===== src/rtl/score_recorder.sv =====
// Records a stream of 12-bit note codes into consecutive score RAM words from address 0.
// Each take ends with a 0x000 terminator, written on stop or when the RAM is full.
module score_recorder #(
    parameter int ADDR_W = 9,
    parameter int DATA_W = 12,
    parameter int DEPTH  = 512
) (
    input  logic              clk,
    input  logic              rstn,
    input  logic              start,
    input  logic              stop,
    input  logic              note_valid,
    input  logic [DATA_W-1:0] note_data,
    output logic              note_ready,
    output logic              wr_en,
    output logic [ADDR_W-1:0] wr_addr,
    output logic [DATA_W-1:0] wr_data,
    output logic [ADDR_W-1:0] rec_len,
    output logic              full,
    output logic              busy,
    output logic              rec_done
);

    localparam logic [1:0] ST_IDLE = 2'd0;
    localparam logic [1:0] ST_REC  = 2'd1;
    localparam logic [1:0] ST_TERM = 2'd2;

    // The last word is reserved for the terminator, so no note is ever written there.
    localparam logic [ADDR_W-1:0] LAST_ADDR = ADDR_W'(DEPTH - 1);

    logic [1:0]        state_r;
    logic [1:0]        state_nxt_s;
    logic [ADDR_W-1:0] ptr_r;
    logic [ADDR_W-1:0] ptr_nxt_s;
    logic              wr_en_nxt_s;
    logic [ADDR_W-1:0] wr_addr_nxt_s;
    logic [DATA_W-1:0] wr_data_nxt_s;
    logic [ADDR_W-1:0] rec_len_nxt_s;
    logic              full_nxt_s;
    logic              rec_done_nxt_s;
    logic              at_last_s;
    logic              accept_s;

    assign at_last_s  = (ptr_r == LAST_ADDR);
    assign note_ready = (state_r == ST_REC) && !at_last_s;
    assign accept_s   = note_valid && note_ready;
    assign busy       = (state_r != ST_IDLE);

    // Next-state and next-output computation for the recorder FSM.
    always_comb begin
        state_nxt_s    = state_r;
        ptr_nxt_s      = ptr_r;
        wr_en_nxt_s    = 1'b0;
        wr_addr_nxt_s  = wr_addr;
        wr_data_nxt_s  = wr_data;
        rec_len_nxt_s  = rec_len;
        full_nxt_s     = full;
        rec_done_nxt_s = 1'b0;
        case (state_r)
            ST_IDLE: begin
                if (start) begin
                    state_nxt_s   = ST_REC;
                    ptr_nxt_s     = {ADDR_W{1'b0}};
                    rec_len_nxt_s = {ADDR_W{1'b0}};
                    full_nxt_s    = 1'b0;
                end else begin
                    state_nxt_s = ST_IDLE;
                end
            end
            ST_REC: begin
                if (start) begin
                    // Restart abandons the current take without a terminator.
                    ptr_nxt_s     = {ADDR_W{1'b0}};
                    rec_len_nxt_s = {ADDR_W{1'b0}};
                    full_nxt_s    = 1'b0;
                end else begin
                    // Zero notes are consumed but dropped, since 0x000 marks end of score.
                    if (accept_s && (note_data != {DATA_W{1'b0}})) begin
                        wr_en_nxt_s   = 1'b1;
                        wr_addr_nxt_s = ptr_r;
                        wr_data_nxt_s = note_data;
                        ptr_nxt_s     = ptr_r + ADDR_W'(1);
                    end else begin
                        ptr_nxt_s = ptr_r;
                    end
                    if (stop || at_last_s) begin
                        state_nxt_s = ST_TERM;
                    end else begin
                        state_nxt_s = ST_REC;
                    end
                    if (at_last_s) begin
                        full_nxt_s = 1'b1;
                    end else begin
                        full_nxt_s = full;
                    end
                end
            end
            ST_TERM: begin
                wr_en_nxt_s    = 1'b1;
                wr_addr_nxt_s  = ptr_r;
                wr_data_nxt_s  = {DATA_W{1'b0}};
                rec_len_nxt_s  = ptr_r;
                rec_done_nxt_s = 1'b1;
                state_nxt_s    = ST_IDLE;
            end
            default: begin
                state_nxt_s = ST_IDLE;
            end
        endcase
    end

    // State, pointer and registered RAM-side outputs.
    always_ff @(posedge clk or negedge rstn) begin
        if (!rstn) begin
            state_r  <= ST_IDLE;
            ptr_r    <= {ADDR_W{1'b0}};
            wr_en    <= 1'b0;
            wr_addr  <= {ADDR_W{1'b0}};
            wr_data  <= {DATA_W{1'b0}};
            rec_len  <= {ADDR_W{1'b0}};
            full     <= 1'b0;
            rec_done <= 1'b0;
        end else begin
            state_r  <= state_nxt_s;
            ptr_r    <= ptr_nxt_s;
            wr_en    <= wr_en_nxt_s;
            wr_addr  <= wr_addr_nxt_s;
            wr_data  <= wr_data_nxt_s;
            rec_len  <= rec_len_nxt_s;
            full     <= full_nxt_s;
            rec_done <= rec_done_nxt_s;
        end
    end

endmodule

===== config.mk =====
export PLATFORM = sky130hd
export DESIGN_NAME = score_recorder
export DESIGN_NICKNAME = d
export VERILOG_FILES = /design/src/rtl/score_recorder.sv
export SDC_FILE = /design/constraint.sdc
export NUM_CORES = 1
export LEC_CHECK = 0
export ABC_CLOCK_PERIOD_IN_PS = 6000
export CORE_UTILIZATION = 24
export CTS_CLUSTER_SIZE = 16
export DETAILED_ROUTE_END_ITERATION = 12
export GPL_ROUTABILITY_DRIVEN = 0
export HOLD_SLACK_MARGIN = 0.15
export PLACE_DENSITY = 0.48
export SYNTH_ARGS = -nofsm -noshare
export SYNTH_HDL_FRONTEND = slang
export SYNTH_SLANG_ARGS = --single-unit

===== constraint.sdc =====
create_clock -name clk -period 6 [get_ports clk]
set_input_delay 0.6 -clock clk [delete_from_list [all_inputs] [get_ports clk]]
set_output_delay 0.6 -clock clk [all_outputs]
set_load 0.02 [all_outputs]

Word-level counts from Yosys, hierarchy flattened
Cells that the tools add are included.

word-level totals
  register bits after elaboration = 44
  bits in latches = 0
  RAM bits = 0
  bits in read-only memories = 0
  bits of input ports = 17
  output and inout port bits = 35
  memories kept = 0

cells by class
  add/sub/neg operators = 1
  multipliers = 0
  divide/modulo/power cells = 0
  order comparisons = 0
  equality and inequality tests = 9
  shifts and indexed selects = 0
  multiplexer cells = 23
  bitwise operators = 0
  reductions and logical operators = 16

operator list
  kind                                                  number
  case mux 9 bit (2 select lines)                       3
  2-to-1 mux 9 bit                                      5
  2-to-1 mux 12 bit                                     2
  case mux 12 bit (2 select lines)                      1
  nonzero test 12 bit                                   1
  adder 9 x 1 -> 9 bit (second input constant)          1
  equality test 9 bit (second input constant)           1
  AND reduction 3 bit                                   3
  nonzero test 2 bit                                    4
  2-to-1 mux 1 bit                                      7
  2-to-1 mux 2 bit                                      2
  != test 2 x 1 -> 1 bit (second input constant)        2
  != test 2 bit (second input constant)                 2
  case mux 1 bit (2 select lines)                       2
  case mux 2 bit (2 select lines)                       1
  logical AND 1 bit                                     3
  != test 3 x 2 -> 1 bit (second input constant)        1
  != test 3 bit (second input constant)                 1
  equality test 2 x 1 -> 1 bit (second input constant)  1
  equality test 2 bit (second input constant)           1
  zero test 2 bit                                       1
  AND reduction 2 bit                                   1
  OR reduction 2 bit                                    1
  zero test 1 bit                                       1
  logical OR 1 bit                                      1

Depth between registers and ports, before layout
  word-level depth = 8
  gate-level depth with buffers = 8
  mapped depth without buffers = 7

Worst setup path after synthesis
No wires, ideal clock.

  kind = register to register
  start point = reg ptr_r[0]
  end point = reg ptr_r[4]
  arrival = 2198 ps
  setup slack = 3725 ps
  cell stages (with the launch flop) = 8
  path through = dfrtp_1 ha_1 and3_1 ha_1 nor2b_1 nand3_1 or4_1 a21oi_1

on the way
  longest elaborated chain between the ends = 7
  elaborated cells on any way between the ends = 11
  those cells by class = 1 x add/sub; 2 x eq/ne; 3 x mux; 5 x reduce/logical

ends and longest elaborated chain
  item                              line  source
  from (decl)                       33    logic [ADDR_W-1:0] ptr_r;
  from (signal assigned)            116   ptr_r <= {ADDR_W{1'b0}};
  from (signal assigned)            125   ptr_r <= ptr_nxt_s;
  equality test 9 bit               44    assign at_last_s = (ptr_r == LAST_ADDR);
  zero test 1 bit                   45    assign note_ready = (state_r == ST_REC) && !at_last_s;
  logical AND 1 bit                 45
  named net note_ready              14    output logic note_ready,
  logical AND 1 bit                 46    assign accept_s = note_valid && note_ready;
  logical AND 1 bit                 78    if (accept_s && (note_data != {DATA_W{1'b0}})) begin
  != test 3 x 2 -> 1 bit (no line)  --
  AND reduction 3 bit (no line)     --

The timed path passes the listed nets, and every way through them passes these cells. The select of a mux whose other input is x is not followed.
A chain may end at the register's enable or synchronous reset.

Worst setup path in the final report
  start point = reg ptr_r[0]
  end point = out note_ready

on the way
  longest elaborated chain between the ends = 3

ends and longest elaborated chain
  item                 line
  equality test 9 bit  44
  zero test 1 bit      45
  logical AND 1 bit    45
  to (decl)            14

No other way between the ends.

==> results_dict.tcl <==
set metrics [dict create \
    status "finished clean" \
    grt_pass1_wl_mm 7.96 \
    required_ns 5.40 \
    grtUsageMet1 0.162 \
    post_drt_wl_per_cell_um 14.0 \
    antenna_found_initial 0 \
    die_area_um2 8580 \
    postSynthAreaPerCell_um2 11.3 \
    dp.cells 320 \
    layout.cells.non_filler 328 \
    p_leak_nw 1.15 \
    clockBufferDepth 2 \
    maxCapViolCount 0 \
    cts_tree "built" \
    cts_root_buf "clkbuf_8" \
    drive_gt1_frac 0.0841 \
    setup_viol 0 \
    clk_pin_slew_ns 0.09 \
    clock_latency_ns 0.30 \
    ys.flop_type "dfrtp_1" \
    cp.arrival_ns 2.25 \
    numCtsBuffers 5 \
    n_fill_cell 833 \
    synth_edf_count 0 \
    die_h_um 92.6 \
    port_buffers 51 \
    synth_cell_types 31 \
    yosysWarningCount 0 \
    total_power_mw 0.952 \
    grt_start_max_net_pins 45 \
    power_density_nw_per_um2 358 \
    ys_seq_area_frac 0.559 \
    holdBufCountCts 0 \
    grtUsageMet3 0.0328 \
    top_usage_layer "met2" \
    coreArea_um2 7850 \
    fin_crit_ns 2.85 \
    worstHoldPathType "in2async" \
    skew_ns 0.0106 \
    layout.nets 247 \
    critPathKind "reg2out" \
    syn_area_um2 1970 \
    cts_setup_buffers 0 \
    fin_tns_setup_ns 0 \
    die_w_um 92.6 \
    io_pins 52 \
    finalHoldViolations 0 \
    syn2layout_area_growth_pct 35.0 \
    rows 32 \
    rsz0062_at_grt "no" \
    drc 0 \
    multi_input_area_um2 796 \
    initial_utilization 0.251 \
    antenna_cells 0 \
    final_util 0.339 \
    htree_levels 2 \
    clock-sinks 44 \
    hpwl_mm 3.26 \
    viasPerCell 4.52 \
    critPathCaptureType "output port" \
    timing.rr.start "ptr_r[0]$_DFFE_PN0P_" \
    gr-usage-met2 0.181 \
    synth_seq_cells 44 \
    cp-startpoint "ptr_r[0]$_DFFE_PN0P_" \
    drt_iter0_markers 71 \
    startpoint_type "register" \
    ctsResizeCount 0 \
    worst_pin_slew_ns 1.07 \
    relSlewSlack 0.288 \
    synthArstFlopShare 1.00 \
    synth.net_count 197 \
    syn-instance-count 175 \
    post-route-period-util 0.475 \
    drtAntennaViolNets 0 \
    crit_fanout 7 \
    seq_area_um2 1100 \
    dr_total_vias 1484 \
    grt_overflow 0 \
    hold_slack_ns 0.445 \
    drt-pass1-iter-count 4 \
    final_common_cell "clkdlybuf4s50_1" \
    drt_wl_total_mm 4.60 \
    ir_worst_vdd_v 0.000136 \
    track_usage 0.120 \
    final_cell_mix "clkdlybuf4s50_1 (50), dfrtp_1 (44), nand2_1 (26)" \
    slew_viol_final 0 \
    max_freq_ghz 0.351 \
    grt_pass1_vias 1595 \
]
-- cell type report --
type,instances,area share
timing repair buffer,51,0.190
sequential,44,0.414
multi-input combinational,117,0.299
inverter,6,0.00847
tap,102,0.0480
clock inverter,2,0.0132
clock buffer,6,0.0273
-- where the power goes --
group / switching [mW] / total [mW] / internal [mW]
registers: 0.0339 / 0.378 / 0.344
clock network: 0.100 / 0.224 / 0.124
logic: 0.192 / 0.350 / 0.158
-- layer usage --
layer	wire (um)	share of wire	vias up
met5	0	0	-
met4	69	0.015	0
met3	246	0.053	10
met2	2050	0.45	42
met1	2230	0.48	700
li1	-	-	732
-- flip-flops by register name, indices dropped and copies added, names as in the netlist --
register  cells
ptr_r         9
rec_len       9
wr_en         1
wr_addr       9
state_r       2
rec_done      1
full          1
wr_data      12
-- worst paths after layout --
kind | endpoint | slack (ns) | cells after the start
min in group clk | rec_len[0]$_DFFE_PN0P_ | 0.48 | 2
hold / removal | rec_len[6]$_DFFE_PN0P_ | 0.44 | 1
setup / recovery | note_ready | 3.15 | 5
hold reg to reg | rec_len[0]$_DFFE_PN0P_ | 0.48 | 2
setup reg to reg | wr_data[9]$_DFFE_PN0P_ | 3.40 | 6
max in group asynchronous | ptr_r[1]$_DFFE_PN0P_ | 4.94 | 1
-- cell families (layout without fill, tap and decap cells) --
| group | count (synthesis) | count (layout) | synth area share |
|---|---|---|---|
| mux | 9 | 9 | 0.0616 |
| simple gates | 56 | 56 | 0.147 |
| compound gates | 47 | 47 | 0.163 |
| buf+inv | 14 | 65 | 0.0375 |
| fa+ha+maj | 5 | 5 | 0.0317 |
| flops | 44 | 44 | 0.559 |
-- per-stage QoR --
stage | area, um^2 | worst slack [ns]
floorplan | 1970 | 3.73
global placement | 2550 | 3.21
detailed placement | 2550 | 3.17
CTS | 2660 | 3.12
global route | 2660 | 3.03
finish | 2660 | 3.15
-- synth_stat cells, types with 3 or more instances --
library cell,number,area share
a31oi_1,8,0.025
a22o_1,12,0.053
or4_1,3,0.011
nand2_1,26,0.050
nor2_1,5,0.0095
clkbuf_1,5,0.0095
nor3_1,4,0.010
and3_1,4,0.013
dfrtp_1,44,0.56
a21oi_1,5,0.013
ha_1,5,0.032
inv_1,6,0.011
o22ai_1,3,0.0095
mux2_4,6,0.046
nand3_1,5,0.013
o21ai_0,12,0.030
-- critical path, cell delays in order (launching register included) --
cell	delay, ns
dfrtp_1	0.48
ha_1	0.30
and3_1	0.17
ha_1	0.23
nor2b_1	0.16
clkdlybuf4s50_1	0.62
Note: power is estimated with default switching activity, not from simulation.
==> edit 1 (same flow settings) <==
Reset style: synchronous (`rstn`), changed in one clocked block.
--- a/src/rtl/score_recorder.sv
+++ b/src/rtl/score_recorder.sv
@@ -110,7 +110,7 @@
     end
 
     // State, pointer and registered RAM-side outputs.
-    always_ff @(posedge clk or negedge rstn) begin
+    always_ff @(posedge clk) begin
         if (!rstn) begin
             state_r  <= ST_IDLE;
             ptr_r    <= {ADDR_W{1'b0}};
Behaviour: differs if rstn is asserted again (counterexample within 4 cycles, from zero or initial values and one cycle with rstn low); with rstn held inactive, the same outputs for 10 cycles.
==> edit 1 against the original RTL <==
Largest cell class is now multi-input gates. Critical path depth down 1. Cell area down 4.5%. Utilization up 0.39 points. Wire length down 2.1%. Synthesized cell count up 17%. Worst hold slack better by 12 ps. Via count up 9.0%. Sequential cell count unchanged. Area after synthesis down 5.0%. Worst setup slack worse by 330 ps. Count of clock-buffer cells in the layout unchanged. First-iteration DRC count down 9.9%.
Power is not compared: it rests on default switching activity, and its combinational part moved more than twofold at a synthesized area within 25%.
==> edit 1: results (changes against the original RTL) <==
Yosys
  • Seq/Total Area, Yosys: 47.0% (-8.8 points)
  • Syn Nets: 226 (+15%)
  • Top cells by area, synth: dfxtp_1 (47%), nand2_1 (6.2%), a22o_1 (5.6%)
  • Post-synth top flop: dfxtp_1
  • Distinct cells, synth: 39 (+26%)
  • Post-Synth Adder-Cell Area: 3.34% (+0.17 points)
  • Mux contribution to synthesized area: 4.81% (-1.3 points)
  • Post-synthesis compound-gate area fraction: 21.1% (+4.8 points)
  • Top cells by count, synth: dfxtp_1 (44), nand2_1 (31), a21oi_1 (13)
  • Synthesis Warnings: 0 (unchanged)
  • Post-synth ARST share: 0% (-100 points)
  • Synth Area in XOR/XNOR: 0% (unchanged)

Final layout
  • Max reg flops: 12 (unchanged)
  • # diodes: 0 (unchanged)
  • FILL cells: 779 (-6.5%)
  • Layout cells sized above 1: 5.24% (-3.2 points)
  • Layout Nets: 269 (+8.9%)

Setup path
  • Crit-path max FO: 24 (+17)
  • Crit path DAT: 3430 ps (+1180 ps)

Clock network
  • TritonCTS Buffers: 5 (unchanged)
  • PostCTS Resize Cnt: 0 (unchanged)
  • Post-CTS setup buffer count: 0 (unchanged)
  • H-tree depth: 2 (unchanged)
  • CTS max path bufs: 2 (unchanged)
  • Worst-path clk slew: 90 ps (about the same)
  • CTS root buf: clkbuf_8
  • Clk_lat worst skew: 300 ps (about the same)

Global routing
  • First-pass GRT wire length: 7530 µm (-5.5%)
  • M3 GR Usage: 4.21% (+0.92 points)
  • Total GRT Usage: 11.4% (-0.59 points)
  • Met2 Use GR: 18.8% (+0.68 points)
  • Vias in the first global route: 1598 (+0.19%)
  • Grt met1 use: 14.0% (-2.1 points)
  • Largest net degree at the start of global routing: 25 (-44%)
  • Initial antenna violation count: 0 (unchanged)

Placement
  • I/O Buffers: 51 (unchanged)
  • DP Wirelength: 3270 µm (about the same)

Drt
  • Initial DRT Pass Iterations: 4 (unchanged)
  • Vias/cell: 4.66 (+3.0%)
  • Drt initial violations: 64 (-9.9%)
  • WL/cell: 13.0 µm (-7.5%)

Pwr
  • Peak supply drop: 0.0766 mV
  • Switch Pwr: 139 µW

Run status
  • Run status: complete, no violations

Timing
  • Relative slew slack: 24.8% (-4.0 points)
  • Fin Clk Skew: 5.39 ps (-5.26 ps)

Hold path
  • Hold WC Path Type: reg2reg
==> edit 1: through the flow <==
step	cell area (µm²)	instances	util [%]	worst slack [ps]	hold slack [ps]
2_1_floorplan	1870	204	-	3760	462
3_3_place_gp	2450	339	33.0	2490	448
3_5_place_dp	2450	339	33.0	2420	449
4_1_cts	2540	347	34.3	2740	461
5_1_grt	2540	347	34.3	2600	488
6_report	2540	347	34.3	2820	457
==> edit 1: cell families (layout without fill, tap and decap cells) <==
logic type | after synthesis | in the layout
and+or+nand+nor | 70 | 70
adders and majority gates | 5 | 5
buffers and inverters | 20 | 64
DFF | 44 | 44
AOI/OAI and AO/OA | 56 | 56
muxes | 9 | 9
==> edit 1: worst paths after layout <==
kind | start | to | slack, ps | cells after the start
max | rstn | wr_data[10]$_SDFFE_PN0P_ | 2820 | 4
min | rec_len[0]$_SDFFE_PN0P_ | rec_len[0]$_SDFFE_PN0P_ | 460 | 2
max reg2reg | ptr_r[1]$_SDFFE_PN0P_ | wr_addr[1]$_SDFFE_PN0P_ | 3080 | 9
min reg2reg | rec_len[0]$_SDFFE_PN0P_ | rec_len[0]$_SDFFE_PN0P_ | 460 | 2
==> edit 1: final cells by class <==
| type | count | area, µm² | share of cell area, % |
|---|---|---|---|
| Timing Repair Buffer | 51 | 510 | 20.1 |
| Tap cell | 99 | 124 | 4.88 |
| Multi-Input combinational cell | 140 | 913 | 36.0 |
| Clock inverter | 2 | 10.0 | 0.394 |
| Inverter | 5 | 18.8 | 0.739 |
| Clock buffer | 6 | 82.6 | 3.25 |
| Sequential cell | 44 | 881 | 34.7 |
==> edit 1: layer usage <==
metal	vias to the layer above	part of all wire (%)
met1	737	48
li1	826	-
met2	48	45
met3	6	6.3
met5	-	0
met4	0	0.93
==> edit 1: worst max-delay path: stages <==
cell and delay, ps:
clkdlybuf4s50_1 1000, inv_1 540, nor4b_2 1010, a22o_1 270
==> edit 1: power groups by stage <==
stage	combinational [µW]	clock, µW	sequential [µW]
3_3_place_gp	59.1	0	303
5_1_grt	64.2	220	297
2_1_floorplan	32.7	0	305
6_report	58.7	195	296
4_1_cts	59.2	204	296
3_5_place_dp	58.9	0	303
==> edit 2 (same settings) <==
Without the edit above. Set the parameter `DATA_W` to 8 (it was 12).
--- a/src/rtl/score_recorder.sv
+++ b/src/rtl/score_recorder.sv
@@ -2,7 +2,7 @@
 // Each take ends with a 0x000 terminator, written on stop or when the RAM is full.
 module score_recorder #(
     parameter int ADDR_W = 9,
-    parameter int DATA_W = 12,
+    parameter int DATA_W = 8,
     parameter int DEPTH  = 512
 ) (
     input  logic              clk,
Ports: changed (resized note_data and wr_data); port bits go from 52 to 44. No check against the original RTL was run, so the function may have changed too.
==> edit 2 against the original RTL <==
First-iteration DRC count shrank 7.0%. Sequential share of layout area shrank 2.4 points. Cell area shrank 3.4%. Wire length shrank 2.3%. Area after synthesis shrank 0.76%. Power shrank 1.1%. Sequential cell count shrank 4. Worst setup slack lost 190 ps. Highest routed layer unchanged.
==> edit 2: results (changes against the original RTL) <==
Setup path
  • Crit-path max FO: 14 (+7)
  • Worst reg-to-reg setup slack: 3390 ps (about the same)
  • R2R depth: 8 (+2)
  • FF-to-FF End: wr_data[1]$_DFFE_PN0P_
  • Setup Crit Path Kind: reg2out
  • Crit-path slowest cell: clkdlybuf4s50_1
  • Crit path DAT: 2440 ps (+190 ps)
  • Reg2reg start: ptr_r[0]$_DFFE_PN0P_

Timing
  • Worst slew pin tran: 873 ps (-195 ps)
  • Fin Hold WS: 414 ps (-31.0 ps)
  • Fin Clk Skew: 7.31 ps (-3.33 ps)
  • Setup TNS: 0 ps (unchanged)

Final layout
  • Multi-input logic area: 873 µm² (+9.7%)
  • Layout cells sized above 1: 10.8% (+2.4 points)
  • # diodes: 0 (unchanged)
  • FILL cells: 836 (+0.36%)
  • Top Registers: ptr_r: 9 flops, rec_len: 9 flops, wr_addr: 9 flops
  • Layout Nets: 240 (-2.8%)

Pwr
  • Internal power: 604 µW (-3.5%)
  • Peak supply drop: 0.0972 mV (-29%)
  • Pleak: 0.00109 µW (-5.2%)

Drt
  • Vias/cell: 4.63 (+2.4%)
  • DRC Markers: 0 (unchanged)
  • Drt initial violations: 66 (-7.0%)
  • Initial DRT Pass Iterations: 5 (+1)
  • Via Count: 1505 (+1.4%)
  • Final WL: 4490 µm (-2.3%)

Global routing
  • Largest net degree at the start of global routing: 41 (-8.9%)
  • Total GRT Usage: 11.6% (-0.36 points)
  • First-pass GRT wire length: 7710 µm (-3.2%)

Clock network
  • CTS max path bufs: 2 (unchanged)
  • PostCTS Resize Cnt: 0 (unchanged)
  • Clk_lat worst skew: 290 ps
  • H-tree depth: 2 (unchanged)
  • Worst-path clk slew: 80 ps
  • CTS root buf: clkbuf_8

Yosys
  • Top cells by area, synth: dfrtp_1 (51%), o21ai_0 (5.6%), nand2_1 (4.8%)
  • Post-Synth Adder-Cell Area: 3.20% (+0.024 points)
  • Top-count cell post-synth: dfrtp_1
  • Post-synthesis compound-gate area fraction: 17.3% (+1.0 points)
  • Seq/Total Area, Yosys: 51.2% (-4.7 points)
  • Syn Nets: 201 (+2.0%)
  • Mux contribution to synthesized area: 9.28% (+3.1 points)
  • Mapped Cells: 183 (+4.6%)
  • Distinct cells, synth: 36 (+16%)
  • Top cells by count, synth: dfrtp_1 (40), nand2_1 (25), o21ai_0 (22)

Placement
  • I/O Buffers: 43 (-16%)
  • Placed cell area: 2440 µm² (-4.3%)
  • DP Wirelength: 3060 µm (-6.3%)
  • Dpl ws: 3220 ps (+49.1 ps)
  • Inst Count DP: 317 (-0.94%)

Run status
  • Run status: complete, no violations

Hold path
  • Hold WC Path Type: in2async
edit 2: cell types whose count changed in the layout (fill, tap and decap cells not counted), sizes merged, moves of 5 or more:
cell / delta
nand3: +11
or4: -5
clkdlybuf4s50: -8
o21ai: +11
mux2i: +6
a22o: -12
edit 2: cell type report:
cell class / count / area share [%]
sequential: 40 / 39.0
clock buffer: 7 / 3.75
tap: 102 / 4.97
inverter: 4 / 0.585
multi-input combinational: 128 / 34.0
timing repair buffer: 43 / 16.6
clock inverter: 1 / 1.17
edit 2: cells by family after synthesis:
| logic type | count (synthesis) |
|---|---|
| DFF | 40 |
| muxes | 17 |
| buffers and inverters | 15 |
| adders and majority gates | 5 |
| and+or+nand+nor | 57 |
| AOI/OAI and AO/OA | 49 |
edit 2: layer usage:
metal	vias to the layer above	track usage [%]	share of wire, %
met5	-	0	0
met4	0	3.91	1.4
met3	6	3.32	3.8
met2	30	17.3	44
met1	739	16.1	51
li1	730	-	-
edit 2: power groups by stage:
stage | Sequential (µW) | Clock [µW] | Combinational, µW
final | 348 | 242 | 351
after global routing | 356 | 259 | 385
after CTS | 348 | 249 | 359
after detailed placement | 353 | 0 | 359
after global placement | 353 | 0 | 355
after floorplan | 386 | 0 | 186
edit 2: how the worst max path moves through the flow:
stage | cells past startpoint | slack (ps) | to | from
floorplan | 8 | 3820 | wr_addr[0]$_DFFE_PN0P_ | ptr_r[0]$_DFFE_PN0P_
global placement | 5 | 3230 | note_ready | state_r[1]$_DFFE_PN0P_
detailed placement | 5 | 3220 | note_ready | state_r[1]$_DFFE_PN0P_
CTS | 5 | 2910 | note_ready | state_r[1]$_DFFE_PN0P_
global route | 5 | 2790 | note_ready | state_r[1]$_DFFE_PN0P_
finish | 5 | 2960 | note_ready | state_r[1]$_DFFE_PN0P_
